**src/rtl/button_panel_frontend.sv**
```systemverilog
// rtl/button_panel_frontend.sv - push-button synchroniser, sampled debouncer and press-pulse generator
// Define BUTTON_ACK_FILTER_EN to suppress presses whose request lamp is already lit.
module button_panel_frontend #(
  parameter int SAMPLE_CLKS    = 1000,
  parameter int STABLE_SAMPLES = 3
) (
  input  logic        clk,
  input  logic        reset,
  input  logic [11:0] rawHallButton,
  input  logic [9:1]  rawCarButton1,
  input  logic [9:1]  rawCarButton2,
  input  logic [11:0] ackHallButton,
  input  logic [9:1]  ackCarButton1,
  input  logic [9:1]  ackCarButton2,
  output logic [11:0] newRealFloorButton,
  output logic [9:1]  newInternalButton1,
  output logic [9:1]  newInternalButton2,
  output logic [29:0] debouncedLevel,
  output logic        anyPress
);
  localparam int NBITS = 30;
  localparam int CW    = $clog2(SAMPLE_CLKS);
  localparam int HW    = STABLE_SAMPLES - 1;

  logic [NBITS-1:0]    rawAll, sync1, sync2;
  logic [NBITS-1:0]    deb, debNext, pulse, pulseNext, ackMask;
  logic [HW-1:0]       hist [NBITS];
  logic [HW-1:0]       histNext [NBITS];
  logic [STABLE_SAMPLES-1:0] window;
  logic [CW-1:0]       count;
  logic                tick;

  assign rawAll = {rawCarButton2, rawCarButton1, rawHallButton};

`ifdef BUTTON_ACK_FILTER_EN
  assign ackMask = {ackCarButton2, ackCarButton1, ackHallButton};
`else
  logic unusedAck;
  assign unusedAck = ^{ackCarButton2, ackCarButton1, ackHallButton};
  assign ackMask   = '0;
`endif

  assign tick = (count == CW'(SAMPLE_CLKS - 1));

  // Only the newest STABLE_SAMPLES-1 samples are kept; the window adds the current sample.
  always_comb begin
    debNext   = deb;
    pulseNext = '0;
    histNext  = hist;
    window    = '0;
    if (tick) begin
      for (int i = 0; i < NBITS; i++) begin
        window      = {hist[i], sync2[i]};
        histNext[i] = window[HW-1:0];
        if (&window) begin
          if (!deb[i]) begin
            debNext[i]   = 1'b1;
            pulseNext[i] = ~ackMask[i];
          end
        end else if (~|window) begin
          debNext[i] = 1'b0;
        end
      end
    end
  end

  always_ff @(posedge clk or negedge reset) begin
    if (!reset) begin
      sync1    <= '0;
      sync2    <= '0;
      count    <= '0;
      deb      <= '0;
      pulse    <= '0;
      anyPress <= 1'b0;
      for (int i = 0; i < NBITS; i++) hist[i] <= '0;
    end else begin
      sync1    <= rawAll;
      sync2    <= sync1;
      count    <= tick ? '0 : count + CW'(1);
      deb      <= debNext;
      pulse    <= pulseNext;
      anyPress <= |pulseNext;
      for (int i = 0; i < NBITS; i++) hist[i] <= histNext[i];
    end
  end

  assign newRealFloorButton = pulse[11:0];
  assign newInternalButton1 = pulse[20:12];
  assign newInternalButton2 = pulse[29:21];
  assign debouncedLevel     = deb;

endmodule

```
**config.mk**
```make
export PLATFORM = sky130hd
export DESIGN_NAME = button_panel_frontend
export DESIGN_NICKNAME = d
export VERILOG_FILES = /design/src/rtl/button_panel_frontend.sv
export SDC_FILE = /design/constraint.sdc
export NUM_CORES = 1
export LEC_CHECK = 0
export CORE_ASPECT_RATIO = 0.75
export CORE_MARGIN = 2
export CORE_UTILIZATION = 55
export DETAILED_ROUTE_END_ITERATION = 16
export PLACE_DENSITY = 0.9
export SYNTH_ARGS = -nofsm -noshare
export SYNTH_HDL_FRONTEND = slang
export SYNTH_SLANG_ARGS = --single-unit
```
**constraint.sdc**
```tcl
create_clock -name clk -period 3.9 [get_ports clk]
set_input_delay 0.585 -clock clk [delete_from_list [all_inputs] [get_ports clk]]
set_output_delay 0.585 -clock clk [all_outputs]
set_load 0.1 [all_outputs]
```
==> results.json, run 1 <==
{
  "yosysWarningCount": 0,
  "period_share_pct": 67.3,
  "dpl_cell_area_um2": 8140,
  "track_usage_pct": 21.9,
  "cts_buffers": 17,
  "report.final.slew_viol_count": 0,
  "worst_pin_slew_ps": 1030,
  "synth_cells": 623,
  "status": "completed",
  "cts-htree-levels": 4,
  "fmax_ghz": 0.381,
  "p_per_area_nw_per_um2": 433,
  "worstPathMaxFanout": 4,
  "totalWireLength_mm": 14.2,
  "diodes": 0,
  "critPathKind": "reg -> out",
  "fin_worst_skew_ps": 10.8,
  "ys_seq_elements": 191,
  "required_ps": 3310,
  "cap_violations": 0,
  "nets": 780,
  "cp-start-kind": "flip-flop",
  "setup_viol": 0,
  "start_util_pct": 57.2,
  "grt_pass1_vias": 5047,
  "drc": 0,
  "clk_path_buf_depth": 2,
  "port-buffer-count": 92,
  "routedWlPerCell_um": 15.8,
  "regArea_um2": 4780,
  "drtAntennaViolNets": 0,
  "cp_data_arrival_time_ps": 2040,
  "first_iter_violations": 370,
  "synth_area_leader_cell": "dfrtp_1",
  "synth.top_cells.by_area": "dfrtp_1 (67%), nand2_1 (11%), o31ai_2 (5.3%), nand4b_1 (3.7%), nand4_1 (3.2%)",
  "syn_to_final_growth_pct": 22.3,
  "vias": 4979,
  "final_layout_size_suffix_gt1_share_pct": 9.88,
  "period_needed_ps": 2620,
  "synthesis.area_um2": 7130,
  "die-height_um": 103,
  "layout.cells.non_filler": 895,
  "critPathBufInv": 1,
  "dp_cells": 864,
  "multiInputGateArea_um2": 2180,
  "die-area_um2": 13900,
  "place.gp.congestion": 0.763,
  "io_pins": 123,
  "synth_fp_nets": 686,
  "synth_area_per_cell_um2": 11.5,
  "rsz0062_at_grt": "false",
  "hpwl_mm": 9.30,
  "cts_tree": "built",
  "fill_cells": 861,
  "overflow": 0,
  "worst_skew_pair.late_latency_ps": 420,
  "drt_first_pass_iters": 5,
  "dieWidth_um": 136,
  "ys_types": 25,
  "setup_slack_ps": 1280,
  "grt_max_degree": 88,
  "cpMaxStageDelayCell": "clkdlybuf4s50_1",
  "cts_setup_buffers": 0,
  "fin_area_um2": 8720,
  "irDropWorstVdd_v": 0.000346,
  "grt_pass1_wl_mm": 23.6,
  "p_leak_nw": 4.06,
  "critical_path.max_stage_delay_ps": 1180,
  "cpLargestDelayFamily": "buffers and inverters",
  "cts.clk_slew.worst_paths_ps": 60,
  "hold_path_class": "in -> async",
  "hold_viol_final": 0,
  "fin_tns_setup_ps": 0,
  "worstPathCellList": "clkdlybuf4s50_1",
  "core-area_um2": 12500,
  "end_kind": "primary output",
  "rows": 35,
  "p_total_w": 0.00378,
  "post-synth-top-area-fraction_pct": 67.0,
  "relSlewSlack_pct": 31.2,
  "vias_per_cell": 5.56,
  "ctsHoldBuffers": 0,
  "cts_resized": 0,
  "cts_num_sinks": 191,
  "dp_slack_ps": 1350,
  "grt_antenna_before_repair": 0,
  "ys_seq_area_share_pct": 67.0,
  "cts_root_buffer": "clkbuf_16"
}
[cells in the mapped netlist]
| cell type | n |
|---|---|
| o21ai_0 | 2 |
| nand3_1 | 34 |
| clkbuf_1 | 6 |
| nand2_1 | 215 |
| dfrtp_1 | 191 |
| xnor2_1 | 3 |
| nor3_1 | 1 |
| a21oi_2 | 1 |
| buf_6 | 12 |
| nand2b_1 | 2 |
| nor2_1 | 35 |
| nand4b_1 | 30 |
| nor4_1 | 3 |
| nand4_1 | 37 |
| a311oi_1 | 1 |
| a21oi_1 | 4 |
| or4_1 | 1 |
| xor2_1 | 2 |
| or3_1 | 3 |
| o31ai_2 | 30 |
| buf_2 | 6 |
| inv_1 | 1 |
| ha_1 | 1 |
| nor4_2 | 1 |
| and2_1 | 1 |
[worst paths after layout]
| check | start | depth (start not counted) | endpoint | slack, ps |
|---|---|---|---|---|
| setup / recovery | debouncedLevel[13] | 1 | debouncedLevel[13] | 1280 |
| hold / removal | reset | 1 | sync2[26] | 190 |
| setup reg to reg | count[0] | 6 | debouncedLevel[6] | 1340 |
| hold reg to reg | sync1[17] | 0 | sync2[17] | 350 |
| max in group asynchronous | reset | 2 | debouncedLevel[1] | 2730 |
| min in group clk | sync1[17] | 0 | sync2[17] | 350 |
[flip-flops by register name, summed over array words and instances, names as in the netlist]
register        flops
anyPress            1
count              10
debouncedLevel     30
hist               60
pulse              30
sync1              30
sync2              30
[where the power goes]
group / switching [W] / internal [W] / leakage [nW]
clock network: 0.000745 / 0.000928 / 0.280
registers: 0.0000259 / 0.00201 / 2.52
logic: 0.0000405 / 0.0000296 / 1.27
total: 0.000811 / 0.00297 / 4.06
[placed cells by master (no fill, tap or decap), types with 4 or more instances in the layout]
| cell type | instances |
|---|---|
| nand2_1 | 215 |
| dfrtp_1 | 191 |
| clkdlybuf4s50_1 | 91 |
| nand4_1 | 37 |
| nor2_1 | 35 |
| nand3_1 | 34 |
| nand4b_1 | 30 |
| o31ai_2 | 30 |
| clkbuf_16 | 17 |
| buf_4 | 7 |
| inv_6 | 5 |
| a21oi_1 | 4 |
[per-stage QoR]
step,utilization (%),hold slack (ps)
4_1_cts,69.9,211
2_1_floorplan,-,289
3_5_place_dp,65.3,336
3_3_place_gp,65.3,333
5_1_grt,69.9,231
6_report,69.9,191
[area by class of cell]
class	instances	share of cell area (%)
repair buffers	99	11.2
multi-input cells	407	24.9
clock buffers	19	5.19
inverters	1	0.0430
flip-flops and latches	191	54.8
clock inverters	12	1.46
well taps	166	2.38
[layer usage]
layer / routed length, um / global-route usage [%] / vias to the layer above
met5: 0 / 0 / -
met4: 116 / 7.93 / 0
met3: 649 / 5.60 / 10
met2: 7210 / 37.1 / 113
met1: 6190 / 28.1 / 2531
li1: - / - / 2325
[kinds of logic (layout without fill, tap and decap cells)]
family	count (synthesis)	count (layout)	share of synthesized area, %
and+or+nand+nor	363	363	23.6
AOI/OAI and AO/OA	38	38	5.93
buffers and inverters	25	131	2.68
xor gates and xnor gates	5	5	0.614
adders and majority gates	1	1	0.175
DFF	191	191	67.0
Power figures use the tool's default switching activity.
==> inputs of run 2 (changes only) <==
--- a/config.mk
+++ b/config.mk
@@ -7,9 +7,9 @@
 export LEC_CHECK = 0
 export CORE_ASPECT_RATIO = 0.75
 export CORE_MARGIN = 2
-export CORE_UTILIZATION = 55
+export CORE_UTILIZATION = 47
 export DETAILED_ROUTE_END_ITERATION = 16
-export PLACE_DENSITY = 0.9
+export PLACE_DENSITY = 0.82
 export SYNTH_ARGS = -nofsm -noshare
 export SYNTH_HDL_FRONTEND = slang
 export SYNTH_SLANG_ARGS = --single-unit
==> constraint.sdc (replaced) <==
create_clock -name clk -period 2.2 [get_ports clk]
set_input_delay 0.33 -clock clk [delete_from_list [all_inputs] [get_ports clk]]
set_output_delay 0.33 -clock clk [all_outputs]
set_load 0.1 [all_outputs]
==> run 2 against run 1 <==
Count of clock-buffer cells in the layout down 2. Combinational power rose by 90%. Non-clock buffer count is 4 higher. Cell count increased by 4.4%. First-iteration DRC count shrank 16%. Clock skew up 0.75 ps. Critical path depth grew 5. Register-to-register slack got worse by 1100 ps. Sequential cell count is the same. Sequential power up 77%. Highest routed layer unchanged.
==> results.json, run 2 (synthesis results as in run 1) <==
{
  "status": "completed",
  "cp-endpoint": "debouncedLevel[28]",
  "io_pins": 123,
  "hold_path_class": "in -> reg",
  "place.gp.congestion": 0.717,
  "layout_commonest_cell": "nand2_1",
  "totalWireLength_mm": 14.7,
  "wl_met1_mm": 6.36,
  "route.met3.wl_um": 808,
  "worstPathMaxFanout": 39,
  "required_ps": 2500,
  "top_layer": "met4",
  "final_util_pct": 60.0,
  "grt_pass1_vias": 4864,
  "end_kind": "flip-flop",
  "grt_max_degree": 79,
  "report.final.slew_viol_count": 0,
  "cts_root_buffer": "clkbuf_16",
  "cts.clk_slew.worst_paths_ps": 70,
  "die-area_um2": 16200,
  "cts_tree": "built",
  "cts-htree-levels": 4,
  "cp-start-kind": "flip-flop",
  "start_util_pct": 48.7,
  "cp_data_arrival_time_ps": 2290,
  "relSlewSlack_pct": 68.7,
  "worstSetupStartpoint": "count[0]",
  "dieWidth_um": 146,
  "die-height_um": 111,
  "r2r_end": "debouncedLevel[28]",
  "fmax_ghz": 0.504,
  "fin_worst_skew_ps": 11.6,
  "mostFrequentLayoutCells": "nand2_1 (215), dfrtp_1 (191), buf_4 (65)",
  "multiInputGateArea_um2": 2180,
  "p_leak_nw": 4.27,
  "drt_first_pass_iters": 6,
  "period_share_pct": 90.2,
  "worst_skew_pair.late_latency_ps": 430,
  "cts_num_sinks": 191,
  "routedWlPerCell_um": 15.8,
  "p_per_area_nw_per_um2": 793,
  "diodes": 0,
  "rr_startpoint": "count[0]",
  "fill_cells": 1165,
  "rows": 38,
  "irDropWorstVdd_v": 0.000529,
  "critPathKind": "reg -> reg",
  "drc": 0,
  "cts_setup_buffers": 0,
  "worst_pin_slew_ps": 469,
  "r2r_cells": 6,
  "dr_wl_met2_mm": 7.37,
  "vias": 5002,
  "regArea_um2": 4780,
  "drtAntennaViolNets": 0,
  "fin_tns_setup_ps": 0,
  "overflow": 0,
  "cap_violations": 0,
  "cts_buffers": 17,
  "track_usage_pct": 18.6,
  "setup_viol": 0,
  "port-buffer-count": 92,
  "r2r_slack_ps": 220,
  "period_needed_ps": 1980,
  "grt_antenna_before_repair": 0,
  "clk_path_buf_depth": 2,
  "rsz0062_at_grt": "false",
  "core-area_um2": 14600,
  "grt_pass1_wl_mm": 24.0,
  "first_iter_violations": 309,
  "largest_reg_flops": 60,
  "top_register": "hist",
  "final_layout_size_suffix_gt1_share_pct": 18.7,
  "hpwl_mm": 9.43,
  "nets": 784,
  "vias_per_cell": 5.36,
  "syn_to_final_growth_pct": 23.1,
  "hold_viol_final": 0
}
==> run 2: worst min-delay path by stage <==
stage                          start        end  slack (ps)  cells after the start
floorplan                      reset   anyPress          30                      0
global placement            sync1[2]   sync2[2]         330                      0
detailed placement             reset  sync2[26]         340                      1
CTS                 rawCarButton1[5]  sync1[16]         310                      1
global route        rawCarButton1[6]  sync1[17]         310                      1
finish              rawCarButton1[5]  sync1[16]         330                      1
==> run 2: area by class of cell <==
| class | count | share of cell area [%] |
|---|---|---|
| multi-input combinational | 407 | 24.8 |
| timing repair buffer | 103 | 10.8 |
| clock buffer | 17 | 4.85 |
| tap | 200 | 2.85 |
| inverter | 1 | 0.0428 |
| sequential | 191 | 54.4 |
| clock inverter | 15 | 2.28 |
==> run 2: where the power goes <==
group,internal (W),switching (W),leakage (nW)
clock network,0.00183,0.00139,0.303
logic,0.0000587,0.0000744,1.45
registers,0.00357,0.0000451,2.52
==> run 2: metal layers <==
layer  global-route usage (%)  vias up
met1                     24.1     2515
met2                     30.4      133
met5                        0        -
li1                         -     2335
met4                     5.95        0
met3                     5.47       19
==> run 2: stage by stage <==
stage	cell area (um2)	hold WS [ps]	power [W]	setup WS, ps	std cells
5_1_grt	8780	307	0.00720	87.1	934
6_report	8780	330	0.00696	216	934
3_3_place_gp	8110	332	0.00380	173	900
4_1_cts	8750	313	0.00702	74.7	933
3_5_place_dp	8110	335	0.00381	81.8	900
2_1_floorplan	7130	34.4	0.00367	346	623
==> run 2: critical path: stages (launching register included) <==
cell and delay, ps:
dfrtp_1 370, ha_1 230, nand2_1 150, or4_4 520, buf_16 220, o31ai_2 230
nand3_1 120
==> run 2: timing repair <==
action	CTS	global route
hold endpoints to repair	56	0
hold buffers	1	0
resized for setup	0	1
setup endpoints to repair	0	6
==> inputs of run 3 (changes only) <==
--- a/config.mk
+++ b/config.mk
@@ -10,6 +10,7 @@
 export CORE_UTILIZATION = 47
 export DETAILED_ROUTE_END_ITERATION = 16
 export PLACE_DENSITY = 0.82
+export SLEW_MARGIN = 20
 export SYNTH_ARGS = -nofsm -noshare
 export SYNTH_HDL_FRONTEND = slang
 export SYNTH_SLANG_ARGS = --single-unit
==> results of run 3 <==
The final DEF is identical to that of run 2; final timing and power are the same.
